--- config.mk ---
export PLATFORM = sky130hd
export DESIGN_NAME = serial_pattern_ctrl
export DESIGN_NICKNAME = d
export VERILOG_FILES = /design/src/rtl/serial_pattern_ctrl.sv
export SDC_FILE = /design/constraint.sdc
export NUM_CORES = 1
export LEC_CHECK = 0
export ABC_AREA = 1
export BUFFER_PORTS_ARGS = -buffer_cell sky130_fd_sc_hd__buf_2
export CAP_MARGIN = 20
export CORE_ASPECT_RATIO = 0.9
export CORE_MARGIN = 3
export CORE_UTILIZATION = 60
export DETAILED_ROUTE_END_ITERATION = 7
export PLACE_DENSITY = 0.88
export SYNTH_ARGS = -nofsm -noshare
export SYNTH_HDL_FRONTEND = slang
export SYNTH_SLANG_ARGS = --single-unit
export TNS_END_PERCENT = 5
--- constraint.sdc ---
create_clock -name clk_i -period 4.2 [get_ports clk_i]
set_clock_uncertainty 0.1 [all_clocks]
set_input_delay 0.42 -clock clk_i [delete_from_list [all_inputs] [get_ports clk_i]]
set_output_delay 0.42 -clock clk_i [all_outputs]
set_load 0.02 [all_outputs]
--- src/rtl/serial_pattern_ctrl.sv ---
`timescale 1ns/1ps
`default_nettype none
// ============================================================================
//  Module   : serial_pattern_ctrl
//  Purpose  : Control stage for a 10-bit parallel-load, LSB-first serial
//             shifter. Picks one of eight fixed patterns, loads it into the
//             shifter, then paces WIDTH shift strobes one every TICK_DIV
//             clocks and pulses done at the end of the message.
//  Ports    : clk_i        - system clock, rising edge
//             reset_i      - synchronous active-high reset
//             start_i      - message request, honoured only while idle
//             sel_i[2:0]   - pattern index, captured with the accepted start
//             load_o       - pattern word for the shifter's parallel input
//             par_load_o   - one-cycle parallel-load strobe
//             enable_o     - one-cycle shift strobe
//             busy_o       - high while a message is in progress
//             done_o       - one-cycle pulse at message end
//  Revision : 1.0 - initial release
// ============================================================================
module serial_pattern_ctrl #(
  parameter int WIDTH    = 10,
  parameter int TICK_DIV = 25000000
) (
  input  logic             clk_i,
  input  logic             reset_i,
  input  logic             start_i,
  input  logic [2:0]       sel_i,
  output logic [WIDTH-1:0] load_o,
  output logic             par_load_o,
  output logic             enable_o,
  output logic             busy_o,
  output logic             done_o
);

  // A divider of 1 still needs a one-bit counter so the compare is legal.
  localparam int TW = (TICK_DIV > 1) ? $clog2(TICK_DIV) : 1;
  localparam logic [TW-1:0] TICK_LAST = TW'(TICK_DIV - 1);
  localparam logic [3:0]    BIT_LAST  = 4'(WIDTH - 1);

  typedef enum logic [1:0] {
    ST_IDLE  = 2'd0,
    ST_LOAD  = 2'd1,
    ST_SHIFT = 2'd2,
    ST_DONE  = 2'd3
  } state_e;

  state_e            state_q, state_d;
  logic [WIDTH-1:0]  load_q, load_d;
  logic [TW-1:0]     tick_q, tick_d;
  logic [3:0]        bit_q, bit_d;
  logic              par_load_q, par_load_d;
  logic              enable_q, enable_d;
  logic              busy_q, busy_d;
  logic              done_q, done_d;

  // Pattern table; bit 0 leaves the shifter first.
  function automatic logic [9:0] pattern(input logic [2:0] idx);
    logic [9:0] p;
    case (idx)
      3'd0:    p = 10'h01D;  // A
      3'd1:    p = 10'h157;  // B
      3'd2:    p = 10'h005;  // I
      3'd3:    p = 10'h001;  // E
      3'd4:    p = 10'h007;  // T
      3'd5:    p = 10'h015;  // S
      3'd6:    p = 10'h077;  // M
      default: p = 10'h3FF;  // test
    endcase
    return p;
  endfunction

  always_comb begin
    state_d = state_q;
    load_d  = load_q;
    tick_d  = tick_q;
    bit_d   = bit_q;

    case (state_q)
      ST_IDLE: begin
        if (start_i) begin
          state_d = ST_LOAD;
          load_d  = WIDTH'(pattern(sel_i));
        end
      end
      ST_LOAD: begin
        state_d = ST_SHIFT;
        tick_d  = '0;
        bit_d   = '0;
      end
      ST_SHIFT: begin
        if (tick_q == TICK_LAST) begin
          // This cycle carries a shift strobe.
          tick_d = '0;
          bit_d  = bit_q + 4'd1;
          if (bit_q == BIT_LAST) begin
            state_d = ST_DONE;
          end
        end else begin
          tick_d = tick_q + TW'(1);
        end
      end
      ST_DONE: begin
        state_d = ST_IDLE;
      end
      default: begin
        state_d = ST_IDLE;
      end
    endcase

    // Outputs are registered, so they are decoded from the next state and
    // next tick count; they then line up with the state they describe.
    par_load_d = (state_d == ST_LOAD);
    enable_d   = (state_d == ST_SHIFT) && (tick_d == TICK_LAST);
    busy_d     = (state_d != ST_IDLE);
    done_d     = (state_d == ST_DONE);
  end

  always_ff @(posedge clk_i) begin
    if (reset_i) begin
      state_q    <= ST_IDLE;
      load_q     <= '0;
      tick_q     <= '0;
      bit_q      <= '0;
      par_load_q <= 1'b0;
      enable_q   <= 1'b0;
      busy_q     <= 1'b0;
      done_q     <= 1'b0;
    end else begin
      state_q    <= state_d;
      load_q     <= load_d;
      tick_q     <= tick_d;
      bit_q      <= bit_d;
      par_load_q <= par_load_d;
      enable_q   <= enable_d;
      busy_q     <= busy_d;
      done_q     <= done_d;
    end
  end

  assign load_o     = load_q;
  assign par_load_o = par_load_q;
  assign enable_o   = enable_q;
  assign busy_o     = busy_q;
  assign done_o     = done_q;

endmodule
`default_nettype wire

==> run summary <==
total grt overflow -> 0
router iterations before antenna repair -> 6
mux share of post-synthesis cell area -> 0
Post-Synth XOR/XNOR Area -> 0.0213
Synthesized Nets -> 402
Worst Setup Start Kind -> flop
starting density of the core -> 0.643
final WL -> 5810 microns
Req. time, crit path -> 4.34 ns
Min Hold Slack -> 0.281 ns
hpwl dp -> 4360 microns
DR vias -> 2,455
IO buf count -> 19
status -> completed
post-synthesis cell count -> 389
Leakage -> 1.14 nW
Fill cells -> 324
dominant synthesized flop cell -> dfxtp_1
Pwr Density -> 343 nW/um^2
max-cap viol count -> 0
initial detailed-routing violation count -> 181
Post-Syn Area per Cell -> 6.34 sq um
Tcrit/Tclk final -> 0.637
Slew Limit Fails -> 0
CP peak stage delay -> 0.72 ns
global-route wire length before repair -> 9620 microns
post-synthesis adder-cell area fraction -> 0.0355
TritonCTS clock tree -> yes
vias in the first global route -> 2,251
GR Util met3 -> 0.0498
fin crit period -> 2.68 ns
placed insts -> 448
Worst-path clk slew -> 0.08 ns
Yosys top cell by area -> dfxtp_1
final setup vio count -> 0
GRT Max-Usage Layer -> met2
GRT met1 Usage -> 0.335
slew margin rel. -> 0.561
H-tree depth -> 2
unrepaired setup endpoints after global routing -> false
Seq cells post-synth -> 44
Worst-Margin Slew -> 0.658 ns
Hold WC Path Type -> in -> reg
Synth top area share -> 0.357
Critical Path AT -> 2.82 ns
Final Hold Viols -> 0
post-route ant nets -> 0
CP cell instances -> inv_1, ha_1, nand2_1, nor2_4, nand2_2, nor2_1, nand3b_1, nand2_1, nand2_1, nor2_1, nand2_1, nor2_1, nand2_1, nor2_1
die extent in x -> 73.6 microns
antenna violations before repair -> 0
synth warn -> 0
largest cells by area after synthesis -> dfxtp_1, nand2_1, nor2_1
maximum resistive drop on vdd -> 0.323 mV
Worst Path Max Fanout -> 21
post-synthesis async set-or-reset flop share -> 0
routability cong. -> 0.903
synth unique cells -> 29
Layout area overhead -> 9.54%
CTS Hold Buffers Added -> 0
Slowest cell on crit path -> ha_1
Post-Syn Area -> 2460 sq um
Layout Cells excl Fill -> 456
GR Layer Usage met2 -> 0.398
drt wl/cell -> 12.7 microns
crit end category -> flop
fraction of layout cells with a size suffix above 1 -> 0.0927
# nets final -> 422
FP Rows -> 21
DIE AREA -> 4910 sq um
drt via density -> 5.38
cell mode on critical path -> nand2_1
ant diodes -> 0
Synth Area in Simple Gates -> 0.414
post-synthesis sequential area ratio -> 0.357
global-route usage over all layers -> 0.252
CORE AREA -> 3840 sq um
DR DRC count -> 0
largest net degree at the start of global routing -> 22
# IOs -> 20
die height -> 66.8 microns
clk_lat worst skew -> 0.31 ns
Max Clk Rate -> 0.374 GHz
Post-synth EDFFs -> 0
clock root cell -> clkbuf_8
largest family of logic cells by synthesized area -> simple AND/OR/NAND/NOR gates
Clock Path Buffers -> 2
Setup Total Neg Slack -> 0 ns
complex-gate fraction of the synthesized area -> 0.0766
Post-CTS Setup Bufs -> 0
CTS Buf Count -> 5
Post-CTS Resized -> 0
crit path kind -> reg -> reg
TritonCTS Sinks -> 44
layer usage:
layer	wire [microns]	part of all wire
met3	375	0.065
met1	2740	0.47
met5	0	0
met4	125	0.022
met2	2560	0.44
stage by stage:
stage                     cell area, sq um  power, mW  setup WS, ns   util
final                                 2700      0.925          1.52  0.704
after global routing                  2700      0.967          1.22  0.704
after floorplan                       2460      0.562          2.31      -
after global placement                2590      0.601          1.70  0.675
after CTS                             2700      0.929          1.54  0.704
after detailed placement              2590      0.606          1.57  0.675
registers in the layout, summed over array words and instances (netlist names):
name / cells
enable_o: 1
load_o: 9
state_q: 2
bit_q: 4
busy_o: 1
tick_q: 25
par_load_o: 1
done_o: 1
path summary, 6_finish.rpt:
| check | from | to | slack [ns] | cells past startpoint |
|---|---|---|---|---|
| worst max-delay path | state_q[0]$_SDFF_PP0_ | enable_o$_SDFF_PP0_ | 1.52 | 14 |
| worst min-delay path | sel_i[0] | load_o[2]$_SDFFE_PP0P_ | 0.28 | 2 |
| worst max register to register | state_q[0]$_SDFF_PP0_ | enable_o$_SDFF_PP0_ | 1.52 | 14 |
| worst min register to register | bit_q[3]$_SDFFE_PP0P_ | bit_q[3]$_SDFFE_PP0P_ | 0.37 | 2 |
power by group:
part | internal (mW) | switching, mW
clock network | 0.176 | 0.150
logic | 0.0383 | 0.115
registers | 0.437 | 0.00896
total | 0.651 | 0.274
Yosys cell counts (3+ instances only):
master and instances:
nand2_2 4, nor2_1 73, inv_1 55, dfxtp_1 44
a21oi_1 13, nand4_1 8, nand3_1 23, nor3_1 9
xor2_1 5, ha_1 7, nand2_1 107, o21ai_0 14
nand3b_1 4, nor2_2 3
cell families after synthesis:
family | Yosys count
xor gates and xnor gates | 6
AOI/OAI and AO/OA | 34
DFF | 44
and+or+nand+nor | 237
buffers and inverters | 61
adders and majority gates | 7
critical path: cells and delay by family, from the launching register on:
kind | cells | cell delay [ns]
flip-flops | 1 | 0.36
adder cells (fa/ha/maj) | 1 | 0.72
AND/OR/NAND/NOR | 12 | 1.34
buffers and inverters | 1 | 0.09
area by class of cell:
class | count | area (sq um) | share of cell area
multi-input combinational | 284 | 1350 | 0.500
sequential | 44 | 881 | 0.326
inverter | 55 | 206 | 0.0765
timing repair buffer | 19 | 95.1 | 0.0352
clock buffer | 5 | 68.8 | 0.0255
tap | 46 | 57.6 | 0.0213
clock inverter | 3 | 42.5 | 0.0158
layout by cell type (no fill, tap or decap), drive strengths merged:
cell	n
buf	19
or2	2
o21ai	14
nand3b	4
o21bai	2
nand3	24
a21oi	13
clkinvlp	1
a211oi	1
a41oi	1
dfxtp	44
inv	55
nand4	8
nand2	111
o211ai	1
a21boi	2
xor2	5
nor3	9
ha	7
nor3b	1
bufinv	1
xnor2	1
clkinv	1
nor2	78
clkbuf	5
Power figures use the tool's default switching activity.
